==> src/rtl/uart_pkg.sv <==
// Shared types and constants for the UART receive path.
// The tick-width helper lets the stop counter grow for 1.5 and 2 stop-bit settings.
package uart_pkg;

    typedef enum logic [2:0] {IDLE, START, DATA, PARITY, STOP} rx_state_t;

    localparam int OVERSAMPLE = 16;
    localparam int MID_TICK   = 7;

    function automatic int tick_width(input int sb_tick);
        return (sb_tick > OVERSAMPLE) ? $clog2(sb_tick) : $clog2(OVERSAMPLE);
    endfunction

endpackage

==> src/rtl/uart_rx_if.sv <==
// Serial-line and parallel-result bundle of the UART receiver.
// The slave side is the receiver; the master side drives the line and tick and consumes the word.
interface uart_rx_if #(
    parameter int DBIT = 8
);
    logic            rx;
    logic            s_tick;
    logic [DBIT-1:0] dout;
    logic            rx_done_tick;
    logic            frame_err;
    logic            parity_err;

    modport master (
        output rx, s_tick,
        input  dout, rx_done_tick, frame_err, parity_err
    );

    modport slave (
        input  rx, s_tick,
        output dout, rx_done_tick, frame_err, parity_err
    );
endinterface

==> src/rtl/uart_rx_sync_2ff.sv <==
// Two-flop synchroniser for asynchronous inputs; the reset value is an input so
// idle-high lines (rx, cts) come out of reset in their inactive state.
module sync_2ff #(
    parameter int WIDTH = 1
) (
    input  logic             clk,
    input  logic             reset_n,
    input  logic [WIDTH-1:0] rst_val,
    input  logic [WIDTH-1:0] d,
    output logic [WIDTH-1:0] q
);
    logic [WIDTH-1:0] meta;

    always_ff @(posedge clk or negedge reset_n) begin
        if (!reset_n) begin
            meta <= rst_val;
            q    <= rst_val;
        end else begin
            meta <= d;
            q    <= meta;
        end
    end
endmodule

==> src/rtl/uart_rx.sv <==
// UART receiver: 16x oversampled, mid-bit sampling, LSB-first, optional parity.
// Presents the last word with a one-clock done strobe plus framing/parity flags.
module uart_rx
    import uart_pkg::*;
#(
    parameter int DBIT    = 8,
    parameter int SB_TICK = 16,
    parameter int PAR_EN  = 0,
    parameter int PAR_ODD = 0
) (
    input  logic     clk,
    input  logic     reset_n,
    uart_rx_if.slave bus
);
    localparam int SW = tick_width(SB_TICK);
    localparam int NW = $clog2(DBIT);
    localparam logic [SW-1:0] S_MID  = SW'(MID_TICK);
    localparam logic [SW-1:0] S_LAST = SW'(OVERSAMPLE - 1);
    localparam logic [SW-1:0] S_STOP = SW'(SB_TICK - 1);
    localparam logic [NW-1:0] N_LAST = NW'(DBIT - 1);

    rx_state_t       state, state_next;
    logic [SW-1:0]   s, s_next;
    logic [NW-1:0]   n, n_next;
    logic [DBIT-1:0] b, b_next;
    logic            perr_q, perr_next;
    logic            rx_s;
    logic            frame_end;

    sync_2ff #(.WIDTH(1)) u_sync (
        .clk     (clk),
        .reset_n (reset_n),
        .rst_val (1'b1),
        .d       (bus.rx),
        .q       (rx_s)
    );

    always_ff @(posedge clk or negedge reset_n) begin
        if (!reset_n) begin
            state            <= IDLE;
            s                <= '0;
            n                <= '0;
            b                <= '0;
            perr_q           <= 1'b0;
            bus.dout         <= '0;
            bus.rx_done_tick <= 1'b0;
            bus.frame_err    <= 1'b0;
            bus.parity_err   <= 1'b0;
        end else begin
            state            <= state_next;
            s                <= s_next;
            n                <= n_next;
            b                <= b_next;
            perr_q           <= perr_next;
            bus.rx_done_tick <= frame_end;
            if (frame_end) begin
                bus.dout       <= b;
                bus.frame_err  <= ~rx_s;
                bus.parity_err <= perr_q;
            end
        end
    end

    // Start detection in IDLE ignores the tick so a start bit right after the stop sample is not late.
    always_comb begin
        state_next = state;
        s_next     = s;
        n_next     = n;
        b_next     = b;
        perr_next  = perr_q;
        unique case (state)
            IDLE: begin
                if (!rx_s) begin
                    state_next = START;
                    s_next     = '0;
                end
            end
            START: begin
                if (bus.s_tick) begin
                    if (s == S_MID) begin
                        if (!rx_s) begin
                            state_next = DATA;
                            s_next     = '0;
                            n_next     = '0;
                        end else begin
                            state_next = IDLE;
                        end
                    end else begin
                        s_next = s + 1'b1;
                    end
                end
            end
            DATA: begin
                if (bus.s_tick) begin
                    if (s == S_LAST) begin
                        s_next = '0;
                        b_next = {rx_s, b[DBIT-1:1]};
                        if (n == N_LAST)
                            state_next = (PAR_EN != 0) ? PARITY : STOP;
                        else
                            n_next = n + 1'b1;
                    end else begin
                        s_next = s + 1'b1;
                    end
                end
            end
            PARITY: begin
                if (bus.s_tick) begin
                    if (s == S_LAST) begin
                        s_next     = '0;
                        perr_next  = (PAR_ODD != 0) ? ~^{b, rx_s} : ^{b, rx_s};
                        state_next = STOP;
                    end else begin
                        s_next = s + 1'b1;
                    end
                end
            end
            STOP: begin
                if (bus.s_tick) begin
                    if (s == S_STOP) begin
                        s_next     = '0;
                        state_next = IDLE;
                    end else begin
                        s_next = s + 1'b1;
                    end
                end
            end
            default: state_next = IDLE;
        endcase
    end

    always_comb begin
        frame_end = (state == STOP) && bus.s_tick && (s == S_STOP);
    end
endmodule

==> src/flat_wrapper.sv <==
// flat-port wrapper written by rule: the top's interface ports become plain ports
module uart_rx_flat import uart_pkg::*;
#(
    parameter int DBIT    = 8,
    parameter int SB_TICK = 16,
    parameter int PAR_EN  = 0,
    parameter int PAR_ODD = 0
)
  (clk, reset_n, bus_rx, bus_s_tick, bus_dout, bus_rx_done_tick, bus_frame_err, bus_parity_err);
  uart_rx_if #(.DBIT(DBIT)) bus_i ();
  input  logic clk;
  input  logic reset_n;
  input wire logic [$bits(bus_i.rx)-1:0] bus_rx;
  input wire logic [$bits(bus_i.s_tick)-1:0] bus_s_tick;
  output wire logic [$bits(bus_i.dout)-1:0] bus_dout;
  output wire logic [$bits(bus_i.rx_done_tick)-1:0] bus_rx_done_tick;
  output wire logic [$bits(bus_i.frame_err)-1:0] bus_frame_err;
  output wire logic [$bits(bus_i.parity_err)-1:0] bus_parity_err;
  assign bus_i.rx = bus_rx;
  assign bus_i.s_tick = bus_s_tick;
  assign bus_dout = bus_i.dout;
  assign bus_rx_done_tick = bus_i.rx_done_tick;
  assign bus_frame_err = bus_i.frame_err;
  assign bus_parity_err = bus_i.parity_err;
  uart_rx #(.DBIT(DBIT), .SB_TICK(SB_TICK), .PAR_EN(PAR_EN), .PAR_ODD(PAR_ODD)) u_core (.clk(clk), .reset_n(reset_n), .bus(bus_i));
endmodule
==> config.mk <==
export PLATFORM = sky130hd
export DESIGN_NAME = uart_rx_flat
export DESIGN_NICKNAME = d
export VERILOG_FILES = /design/src/rtl/uart_pkg.sv /design/src/rtl/uart_rx_if.sv /design/src/rtl/uart_rx_sync_2ff.sv /design/src/rtl/uart_rx.sv /design/src/flat_wrapper.sv
export SDC_FILE = /design/constraint.sdc
export NUM_CORES = 1
export LEC_CHECK = 0
export ABC_AREA = 1
export BUFFER_PORTS_ARGS = -buffer_cell sky130_fd_sc_hd__buf_2
export CORE_MARGIN = 2
export CORE_UTILIZATION = 52
export CTS_CLUSTER_SIZE = 20
export DETAILED_ROUTE_END_ITERATION = 16
export PLACE_DENSITY_LB_ADDON = 0.25
export SLEW_MARGIN = 20
export SYNTH_ARGS = -nofsm -noshare
export SYNTH_HDL_FRONTEND = slang
export SYNTH_SLANG_ARGS = --single-unit
==> constraint.sdc <==
create_clock -name clk -period 1.3 [get_ports clk]
set_input_delay 0.13 -clock clk [delete_from_list [all_inputs] [get_ports clk]]
set_output_delay 0.13 -clock clk [all_outputs]
set_load 0.02 [all_outputs]
==> impl.org, run 1 <==
** Run status
- Outcome :: finished, violations left
- Violations in the final reports :: setup timing

** Timing
- Count of final max-slew check failures :: 0
- The smallest clock period supported by the final layout is computed as 1460 ps.
- At the pin with the least slew margin, the transition time is approximately 350 ps.
- Worst slew margin :: between 70% and 80%
- Maximum achievable frequency :: 684 MHz
- Setup violations remaining at the end of the flow were counted as 29.
- Unrepaired setup endpoints after global routing :: yes
- Setup slack on the critical path of the routed design comes to -163 ps.
- Post-Route Hold Slack :: 221 ps
- After layout, the worst path uses 113% of the clock period.
- Clock tree skew after final layout :: 12.8 ps
- The final count of hold timing violations came to 0.

** Worst setup path
- Highest net fanout along the worst path :: 6
- Max stage delay on crit path :: 370 ps
- Type of the worst setup path :: flop to flop
- In this run the critical register-to-register path is launched from u_core.s[1]$_DFFE_PN0P_.
- The critical path crosses 9 cells after its start point.
- Crit path required time :: 1510 ps
- The signal on the critical path passes through ha_2, nand2_1, inv_2, nand2_2, nand2_1, nand2_2, nand3b_1, nand2_1, o21ai_1.
- STA classifies the critical path endpoint as a flop.
- Cell type with the highest occurrence count on the critical path :: nand2_1
- The worst register-to-register path ends at u_core.n[2]$_DFFE_PN0P_.
- Counting both buffers and inverters, the worst setup path holds a total of 1.
- Setup slack on the worst reg-to-reg path comes out at -160 ps.
- STA puts the critical path data arrival time at 1680 ps.
- Count of cells along the worst register-to-register path :: 9
- Element type at the critical path start :: flop
- The slowest stage of the critical path belongs to the cell dfrtp_1.
- Cell family contributing the most delay on the critical path :: simple AND/OR/NAND/NOR gates

** Global route
- The initial antenna violation count was 0.
- The via count of the first global-routing pass came to 1,248.
- Summed over all layers, the global routing overflow is 0.
- Overall fraction of global-route tracks in use :: 20.2%
- Entering global routing, the biggest net connects 20 pins.
- The first global-routing pass estimated 5.31 mm of wire.

** Clock network
- Inserted Clock Buffers :: 5
- Maximum level of the CTS H-tree :: 2
- Clock insertion delay at the later pin of the skew report :: about 330 ps
- CTS tree :: built
- The clock passes through at most 2 buffers.
- Counting every sink on the clock net gives 32.
- The cell sitting at the root of the clock tree is a clkbuf_4.
- Clock input transition at the sequential cells of the worst setup and hold paths :: 100 ps

** Placed design
- The congestion estimate from routability-driven global placement came to between 0.9 and 1.
- In this run the tool buffered the top-level ports with 14 buffer cells.
- In this run the cell area measured after placement is 1880 um^2.
- Detailed placement ended at an HPWL of 2.44 mm.

** Route
- Residual DRC count :: 0
- Total vias in the final route :: 1,393
- Summed over all layers, the routed wires come to 3.40 mm.
- Dividing the detail-routed wire length by the instance count gives 12.2 um.
- In this run the remaining antenna-violating nets after routing total 0.
- Per-cell via count in the routed design :: 5.01
- Before antenna repair, the detailed router went through 4 iterations.
- In this run, the number of DRC markers left after iteration 0 of detailed routing was 68.

** Synthesis
- Post-Synth Simple-Gate Area :: between 20% and 30%
- Fraction of synthesized cell area taken by the top area cell type :: 46.4%
- Syn Area/Cell :: slightly above 8 um^2
- After synthesis, the share of cell area in mux cells is 0%.
- Area share of fa/ha/maj cells after synthesis :: 2.32%
- Part of the Yosys area used for sequential elements :: between 40% and 50%
- Counting every instance in the synthesized netlist gives 198.
- Nets in the synthesized netlist :: between 200 and 250
- Synth cell types :: 25
- After synthesis the cells add up to 1620 um^2.
- Total of warnings raised by yosys :: 0
- Dominant combinational cell family by area after synthesis :: simple AND/OR/NAND/NOR gates
- Post-Synth XOR/XNOR Area :: under 10%
- Synth area leaders :: dfrtp_1, nand2_1, o21ai_2
- The synthesized netlist devotes 12.5% of its cell area to compound gates.
- Of all cell types, the one taking the most synthesized area is dfrtp_1.
- Number of register bits inferred by synthesis :: 32

** Floorplanning
- Number of core rows :: 20
- From bottom edge to top edge, the die measures 59.8 um.
- Overall die area :: 3570 um^2
- Pin placement for this block handled 15 I/O pins.
- Effective utilization at floorplan :: around 54%
- The die is 59.8 um wide.
- In this run the standard cell core region covers roughly 3000 um^2.

** Final layout
- Finished Cell Area :: 2100 um^2
- Core Util, Final :: 70.0%
- Compared with the post-synthesis result, the final layout area differs by 30.0%.
- Antenna diode count :: 0
- The post-route netlist has between 30% and 40% of its cells at a drive strength greater than 1.
- Fill cells in the final layout number 247.
- The final layout contains 251 nets.

** Power and ir drop
- Power per Cell Area :: 1450 nW/um^2
- IR analysis of the VDD net gives a maximum drop of 1.17 mV.
- Standby leakage power :: ~1.1 nW

** Run
- The tool flagged a number of max-cap violations equal to 0.

** Hold path
- The worst hold path belongs to the class input pin to async pin.
-- through the flow --
step	TNS, ps	cells	power, mW	setup WS, ps
finish	-2770	278	3.05	-163
global route	-5640	278	3.27	-274
CTS	-2310	274	2.86	-145
detailed placement	-2690	262	2.17	-155
global placement	-1110	262	2.12	-57.1
floorplan	-734	198	1.77	-80.8
-- layout by cell type (no fill, tap or decap), types with 2 or more instances in the layout --
master         count
nand2_1           71
dfrtp_1           29
buf_4             22
inv_1             17
buf_2             14
o21ai_2           10
nand3_1           10
o21ai_1            9
nand2_2            6
o21ai_0            5
clkbuf_4           5
inv_2              4
nor2_1             4
nor2_4             3
a21oi_4            3
nand3b_1           3
nand2_4            2
nand3_2            2
nor2_2             2
xor2_1             2
ha_2               2
clkinv_2           2
dlygate4sd3_1      2
buf_6              2
dfstp_2            2
-- timing repair --
item | in CTS | in global routing
endpoints found under the setup margin | 29 | 30
hold endpoints to repair | 31 | 0
hold buffers | 2 | 0
buffers inserted | 2 | 4
pin swaps | 5 | 5
gates cloned | 0 | 0
gates resized for setup | 14 | 15
-- cell type report --
cell class	instances	area (um^2)	share of cell area (%)
Clock buffer	6	51.3	2.44
Clock inverter	2	10.0	0.476
Inverter	22	87.6	4.17
Multi-Input combinational cell	142	808	38.5
Sequential cell	32	805	38.3
Tap cell	33	41.3	1.97
Timing Repair Buffer	41	298	14.2
-- routing by layer --
metal / track usage, % / part of all wire (%)
met1: 25.2 / 46
met2: 31.7 / 48
met3: 5.63 / 3.6
met4: 10.5 / 2.3
met5: 0 / 0
-- power breakdown --
part | leakage, nW | internal, mW | switching [mW]
Sequential | 0.432 | 1.09 | 0.109
Combinational | 0.608 | 0.588 | 0.678
Clock | 0.0380 | 0.257 | 0.321
-- worst reg2reg max path, delay by kind of cell (launching register included) --
family,cells,cell delay [ps]
fa+ha+maj,1,190
compound gates,1,60
simple gates,6,660
flops,1,370
buf+inv,1,70
-- how the worst max path moves through the flow --
stage	to	start
4_1_cts	u_core.n[2]$_DFFE_PN0P_	u_core.s[1]$_DFFE_PN0P_
3_5_place_dp	u_core.n[2]$_DFFE_PN0P_	u_core.s[1]$_DFFE_PN0P_
6_report	u_core.n[2]$_DFFE_PN0P_	u_core.s[1]$_DFFE_PN0P_
5_1_grt	u_core.n[2]$_DFFE_PN0P_	u_core.s[1]$_DFFE_PN0P_
3_3_place_gp	u_core.b[2]$_DFFE_PN0P_	u_core.s[0]$_DFFE_PN0P_
2_1_floorplan	u_core.bus.parity_err$_DFFE_PN0P_	u_core.s[0]$_DFFE_PN0P_
-- state kept, by name, summed over array words and instances, names as in the netlist --
signal,cells
u_core.bus.frame_err,1
u_core.b,8
u_core.bus.dout,8
u_core.s,4
u_core.n,3
u_core.state,3
u_core.u_sync.q,1
u_core.u_sync.meta,1
u_core.bus.rx_done_tick,1
u_core.perr_q,1
u_core.bus.parity_err,1
-- kinds of logic after synthesis --
logic type               count (synthesis)
flip-flops                              32
adder cells (fa/ha/maj)                  3
XOR/XNOR                                 3
buffers and inverters                   24
AO/OA/AOI/OAI                           31
AND/OR/NAND/NOR                        105
-- synthesized netlist by cell type --
master and instances:
a21oi_1 3, a21oi_2 2, buf_2 1, buf_6 1, dfrtp_1 30, dfstp_2 2
ha_1 3, inv_1 18, inv_2 4, nand2_1 78, nand2_2 1, nand3_1 11
nand3_2 2, nand3b_1 3, nor2_1 6, nor2_2 2, nor2_4 1, o21a_1 1
o21ai_0 10, o21ai_1 5, o21ai_2 9, o31ai_1 1, or2_2 1, xnor2_1 1
xor2_1 2
(Power assumes the default switching activity.)
==> inputs of run 2 (changes only) <==
--- a/config.mk
+++ b/config.mk
@@ -8,9 +8,11 @@
 export ABC_AREA = 1
 export BUFFER_PORTS_ARGS = -buffer_cell sky130_fd_sc_hd__buf_2
 export CORE_MARGIN = 2
-export CORE_UTILIZATION = 52
+export CORE_UTILIZATION = 55
+export CTS_BUF_LIST = sky130_fd_sc_hd__clkbuf_2
 export CTS_CLUSTER_SIZE = 20
 export DETAILED_ROUTE_END_ITERATION = 16
+export GPL_TIMING_DRIVEN = 0
 export PLACE_DENSITY_LB_ADDON = 0.25
 export SLEW_MARGIN = 20
 export SYNTH_ARGS = -nofsm -noshare
==> impl.org, run 2 (synthesis results as in run 1) <==
** Timing
- Count of final max-slew check failures :: 0 (unchanged)
- The transition time of the tightest slew-check pin came to 699 ps (+352 ps).
- Shortest period the worst path allows :: 1520 ps (+58.2 ps)
- The part of the cycle the worst path needs came to 117% (+4.5 points).
- Setup repair after global routing could not meet its margin everywhere.
- Final setup violation count :: 30 (+3.4%)
- Clock tree skew after final layout :: 9.38 ps (-3.39 ps)
- The post-layout worst setup margin came to -221 ps (-58.2 ps).
- The worst slew slack as a fraction of its limit was 53.4% (-23 points).
- The final count of hold timing violations was 0 (unchanged).
- The maximum frequency from static timing analysis came to 658 MHz (-3.8%).

** Final layout
- The library cell used most frequently in the layout, excluding fill and tap cells, is nand2_1.
- The largest registers in the layout are u_core.b x8, u_core.bus.dout x8, u_core.s x4.
- Commonest cells after routing, fill and taps aside :: nand2_1, dfrtp_1, buf_4
- The final design area excluding fillers was 2200 um^2 (+4.6%).
- Sequential cell area :: 806 um^2 (+0.16%)
- Core Util, Final :: 79.0% (+9.0 points)
- The area of the multi-input gates came to 895 um^2 (+11%).
- Filler cell count :: 165 (-33%)
- The ratio of cells with drive above 1 in the final layout is 44.9% (+9.0 points).
- The final net count is 253 (+0.80%).
- Growth of design area from synthesis to finish :: 35.9%
- Antenna diode count :: 0 (unchanged)

** Global route
- Sum of overflow across all layers after global routing :: 0 (unchanged)
- Overall fraction of global-route tracks in use :: 23.9% (+3.7 points)
- Largest net degree at the start of global routing :: 33 (+65%)
- The via count of the first global-routing pass came to 1,416 (+13%).
- The global-route wire length before repair is 6.09 mm (+15%).
- Initial antenna violation count :: 0 (unchanged)

** Route
- Total Wirelength :: 3.96 mm (+16%)
- The number of DRC markers in iteration 0 is 83 (+22%).
- The via count came to 1,548 (+11%).
- The vias per cell was 5.57 (+11%).
- WL/cell :: 14.2 um (+16%)
- The total iterations of the first detailed-routing run was 4 (unchanged).
- Residual DRC count :: 0 (unchanged)
- The final antenna-violating net count was 0 (unchanged).

** Run
- The number of max-cap violations came to 0 (unchanged).

** Worst setup path
- Buffering stage count on the worst path with inverters included :: 4 (+3)
- Series of cell instances along the critical path :: ha_2, nand2_2, inv_2, nand2_4, inv_4, nand2_4, nor2_4, inv_4, buf_8, nand2_2, nand2_1
- Max stage delay cell, worst path :: dfrtp_1
- The maximum single-stage delay on the critical path is 390 ps (+20 ps).
- STA classifies the critical path endpoint as a flop.
- Element type at the critical path start :: flop
- The arrival time at the worst endpoint came to 1790 ps (+110 ps).
- The maximum fanout count along the critical path came to 10 (+4).
- Crit path required time :: 1570 ps (+60 ps)
- The setup path with the least slack is of type flop to flop.
- Among cell families on the critical path, the largest total delay comes from buffers and inverters.

** Clock network
- The latest clock arrival within the worst-skew pair was 360 ps (+30 ps).
- The TritonCTS sink count was 32 (unchanged).
- CTS tree :: built
- The clock edge transition at the registers on the reported setup and hold paths is 150 ps (+50 ps).
- Maximum level of the CTS H-tree :: 2 (unchanged)
- Inserted Clock Buffers :: 5 (unchanged)
- Buffer levels on the longest clock path :: 2 (unchanged)
- Buffer cell driving the clock tree root :: clkbuf_2

** Floorplanning
- Overall die area :: 3390 um^2 (-5.1%)
- The starting utilization of the core area came to 58.1% (+4.3 points).
- IO Count :: 15 (unchanged)
- Chip Width :: 58.2 um (-2.6%)
- Core ar. :: 2780 um^2 (-7.4%)
- Number of core rows :: 19 (-5.0%)
- Die boundary height :: 58.2 um (-2.6%)

** Placed design
- The final HPWL from detailed placement is 2.34 mm (-4.2%).
- Placed Area :: 1750 um^2 (-7.0%)
- Worst slack at placement :: -201 ps (-46.1 ps)
- Quantity of I/O buffers inserted on ports :: 14 (unchanged)
- Routability congestion estimate from global placement :: 1.01 (+12%)

** Power and ir drop
- Power per Cell Area :: 1310 nW/um^2 (-9.4%)
- Standby leakage power :: 1.13 nW (+4.4%)
- The peak ir drop on the vdd network was 1.44 mV (+23%).

** Run status
- Outcome :: finished, violations left
- The final reports fail on setup timing.

** Hold path
- The min-delay analysis places its worst path in the category input pin to flop.
[run 2: worst reg2reg max path, cell delays in order (launching register included)]
cell and delay (ps):
dfrtp_1 390, ha_2 200, nand2_2 60, inv_2 100, nand2_4 70, inv_4 90
nand2_4 70, nor2_4 130, inv_4 80, buf_8 160, nand2_2 50, nand2_1 40
[run 2: final timing paths]
kind	from	end	slack [ps]	depth (start not counted)
worst max-delay path	u_core.s[1]$_DFFE_PN0P_	u_core.bus.parity_err$_DFFE_PN0P_	-220	11
worst min-delay path	bus_s_tick	u_core.state[0]$_DFFE_PN0P_	250	5
worst max register to register	u_core.s[1]$_DFFE_PN0P_	u_core.bus.parity_err$_DFFE_PN0P_	-220	11
worst min register to register	u_core.u_sync.meta$_DFF_PN1_	u_core.u_sync.q$_DFF_PN1_	370	0
max in group asynchronous	reset_n	u_core.state[1]$_DFFE_PN0P_	470	2
min in group asynchronous	reset_n	u_core.bus.dout[5]$_DFFE_PN0P_	330	2
[run 2: timing repair]
| action | 4_1_cts | 5_1_grt |
|---|---|---|
| hold endpoints to repair | 31 | 0 |
| buffers inserted | 15 | 9 |
| cloned | 1 | 0 |
| gates resized for setup | 31 | 33 |
| hold buffers | 2 | 0 |
| endpoints found under the setup margin | 29 | 30 |
| pin swaps | 5 | 11 |
[run 2: per-layer routing]
metal,part of all wire [%],vias up,track usage [%]
met5,0,-,0
met4,2.4,0,9.97
met3,4.7,13,6.25
met2,49,57,40.1
met1,43,748,29.2
li1,-,730,-
[run 2: area by class of cell]
| cell class | instances | share of cell area [%] |
|---|---|---|
| inverters | 22 | 3.99 |
| plain buffers | 2 | 1.20 |
| well taps | 31 | 1.77 |
| repair buffers | 41 | 13.9 |
| flip-flops and latches | 32 | 36.7 |
| multi-input cells | 142 | 40.7 |
| clock inverters | 1 | 0.171 |
| clock buffers | 7 | 1.59 |
[run 2: report_power, final]
part / switching [mW] / internal, mW / total, mW
Clock: 0.314 / 0.144 / 0.458
Sequential: 0.114 / 1.09 / 1.21
Combinational: 0.709 / 0.510 / 1.22
Total: 1.14 / 1.75 / 2.89
[run 2: stage by stage]
stage | hold slack [ps] | TNS (ps) | cells | power, mW
2_1_floorplan | -166 | -734 | 198 | 1.77
3_3_place_gp | 203 | -3380 | 243 | 1.89
3_5_place_dp | 205 | -4530 | 243 | 1.95
4_1_cts | 190 | -3480 | 269 | 2.62
5_1_grt | 263 | -7590 | 278 | 3.04
6_report | 250 | -5370 | 278 | 2.89
==> inputs of run 3 (changes only) <==
--- a/config.mk
+++ b/config.mk
@@ -7,12 +7,15 @@
 export LEC_CHECK = 0
 export ABC_AREA = 1
 export BUFFER_PORTS_ARGS = -buffer_cell sky130_fd_sc_hd__buf_2
+export CELL_PAD_IN_SITES_DETAIL_PLACEMENT = 1
+export CELL_PAD_IN_SITES_GLOBAL_PLACEMENT = 2
 export CORE_MARGIN = 2
-export CORE_UTILIZATION = 55
+export CORE_UTILIZATION = 33
 export CTS_BUF_LIST = sky130_fd_sc_hd__clkbuf_2
 export CTS_CLUSTER_SIZE = 20
 export DETAILED_ROUTE_END_ITERATION = 16
 export GPL_TIMING_DRIVEN = 0
+export HOLD_SLACK_MARGIN = 0.1
 export PLACE_DENSITY_LB_ADDON = 0.25
 export SLEW_MARGIN = 20
 export SYNTH_ARGS = -nofsm -noshare
==> impl.org, run 3 (synthesis results as in run 1) <==
** Timing
- Setup repair after global routing could not meet its margin everywhere.
- The worst clock skew was 14.3 ps (+4.94 ps).
- Hold Violations, Final :: 0 (unchanged)
- The transition time of the tightest slew-check pin is 748 ps (+48.9 ps).
- Final sum of negative setup slack :: -5110 ps (+260 ps)
- The part of the cycle the worst path needs came to 117% (about the same).
- The post-route minimum period came to 1520 ps (-0.0950 ps).
- The post-layout worst setup margin is -221 ps (+0.0950 ps).
- Maximum achievable frequency :: 658 MHz (about the same)
- The number of pins with negative max-slew slack in the final report came to 0 (unchanged).
- Worst slew margin :: 50.1% (-3.3 points)
- The worst hold slack across all endpoints is 208 ps (-41.4 ps).
- The number of setup violations in the final report is 29 (-3.3%).

** Global route
- Initial antenna violation count :: 0 (unchanged)
- The global-route wire length before repair is 7.42 mm (+22%).
- Largest net degree at the start of global routing :: 33 (unchanged)
- Sum of overflow across all layers after global routing :: 0 (unchanged)
- The global routing usage summed across all routing layers came to 17.8% (-6.1 points).
- The via count of the first global-routing pass came to 1,591 (+12%).

** Hold path
- Tightest Hold Check Type :: input pin to flop

** Power and ir drop
- Power per Cell Area :: 1410 nW/um^2 (+7.3%)
- The peak ir drop on the vdd network came to 0.756 mV (-47%).
- Overall power of the completed layout :: 3.28 mW (+14%)
- Standby leakage power :: 1.14 nW (+1.6%)

** Clock network
- The TritonCTS sink count came to 32 (unchanged).
- The clock edge transition at the registers on the reported setup and hold paths was 190 ps (+40 ps).
- CTS placed an instance of clkbuf_2 at the clock tree root.
- CTS tree :: built
- Buffer levels on the longest clock path :: 2 (unchanged)
- The latest clock arrival within the worst-skew pair came to 380 ps (+20 ps).
- The number of buffers inserted during clock tree synthesis is 5 (unchanged).
- Maximum level of the CTS H-tree :: 2 (unchanged)

** Route
- Residual DRC count :: 0 (unchanged)
- Total Wirelength :: 4.53 mm (+14%)
- The vias per cell was 4.73 (-15%).
- The number of DRC markers in iteration 0 came to 54 (-35%).
- The via count was 1,480 (-4.4%).
- Antenna-violating nets left :: 0 (unchanged)
- Count of TritonRoute iterations in the first routing pass :: 4 (unchanged)
- WL/cell :: 14.5 um (+1.7%)

** Placed design
- Placed Area :: 1800 um^2 (+2.6%)
- Quantity of I/O buffers inserted on ports :: 14 (unchanged)
- The final HPWL from detailed placement was 2.99 mm (+28%).
- The routability congestion estimate came to 0.820 (-19%).
- The worst slack after detailed placement was -269 ps (-67.7 ps).
- Instance count after placement with tap cells included :: 279 (+15%)

** Floorplanning
- Die boundary height :: 74.0 um (+27%)
- The number of placement rows came to 25 (+6).
- Core ar. :: 4720 um^2 (+70%)
- Chip Width :: 74.0 um (+27%)
- Overall die area :: 5470 um^2 (+62%)
- IO Count :: 15 (unchanged)
- Effective utilization at floorplan :: 34.2% (-24 points)

** Worst setup path
- Endpoint arrival time on the critical path :: 1810 ps (+20 ps)
- The maximum fanout count along the critical path came to 3 (-7).
- Type of the worst setup path :: flop to flop
- STA classifies the critical path startpoint as a flop.
- STA classifies the critical path endpoint as a flop.
- The worst path required time came to 1590 ps (+20 ps).

** Final layout
- The area growth from synthesis to layout is 44.1%.
- The final design area excluding fillers is 2330 um^2 (+6.0%).
- Commonest cells after routing, fill and taps aside :: nand2_1, dfrtp_1, nand2_2
- The final net count came to 252 (-0.40%).
- The largest registers in the layout are u_core.b x8, u_core.bus.dout x8, u_core.s x4.
- Core Util, Final :: 49.3% (-30 points)
- The filler-free cell count of the finished design was 313 (+13%).
- Ratio of cells with drive above 1 in the final layout :: 49.2% (+4.2 points)
- Antenna diode count :: 0 (unchanged)
- Most common library cell in the layout ignoring fill and taps :: nand2_1

** Run status
- Outcome :: finished, violations left
- Violations in the final reports :: setup timing

** Run
- Max_cap viols :: 0 (unchanged)
==> run 3: area by class of cell <==
cell class                      count  area (um^2)
Sequential cell                    32          807
Clock buffer                        6         30.0
Inverter                           22         92.6
Tap cell                           67         83.8
Clock inverter                      2         35.0
Fill cell                         554         2390
Timing Repair Buffer               40          308
Buffer                              2         31.3
Multi-Input combinational cell    142          942
==> run 3: where the power goes <==
part / switching (mW) / internal, mW / leakage [nW]
clock: 0.376 / 0.331 / 0.0430
sequential: 0.120 / 1.09 / 0.429
combinational: 0.769 / 0.596 / 0.673
==> run 3: final timing paths <==
kind | from | endpoint | slack, ps | cells after the start
max | u_core.s[0]$_DFFE_PN0P_ | u_core.s[2]$_DFFE_PN0P_ | -220 | 11
min | bus_s_tick | u_core.b[7]$_DFFE_PN0P_ | 210 | 4
max reg2reg | u_core.s[0]$_DFFE_PN0P_ | u_core.s[2]$_DFFE_PN0P_ | -220 | 11
min reg2reg | u_core.u_sync.meta$_DFF_PN1_ | u_core.u_sync.q$_DFF_PN1_ | 380 | 0
max in group asynchronous | reset_n | u_core.b[2]$_DFFE_PN0P_ | 450 | 2
min in group asynchronous | reset_n | u_core.bus.parity_err$_DFFE_PN0P_ | 320 | 2
==> run 3: critical path, cell delays in order (launching register included) <==
cell	delay (ps)
dfrtp_1	440
ha_2	200
nand2_2	90
inv_4	50
nand2_2	70
nand2_2	70
buf_4	140
buf_6	120
nand3_4	60
nand2_4	60
nand2_1	80
o31ai_2	60
==> run 3: routing by layer <==
layer	GRT usage, %	wire length (um)	vias to the layer above
li1	-	-	720
met1	22.1	1900	742
met2	31.2	2510	13
met3	3.39	85	5
met4	6.06	38	0
met5	0	0	-
==> run 3: timing repair <==
| action | CTS | global route |
|---|---|---|
| pin swaps | 10 | 17 |
| gates resized for setup | 44 | 38 |
| setup endpoints to repair | 29 | 29 |
| setup buffers | 12 | 10 |
| endpoints found under the hold margin | 32 | 0 |
| cloned | 1 | 0 |
| hold buffers | 3 | 0 |
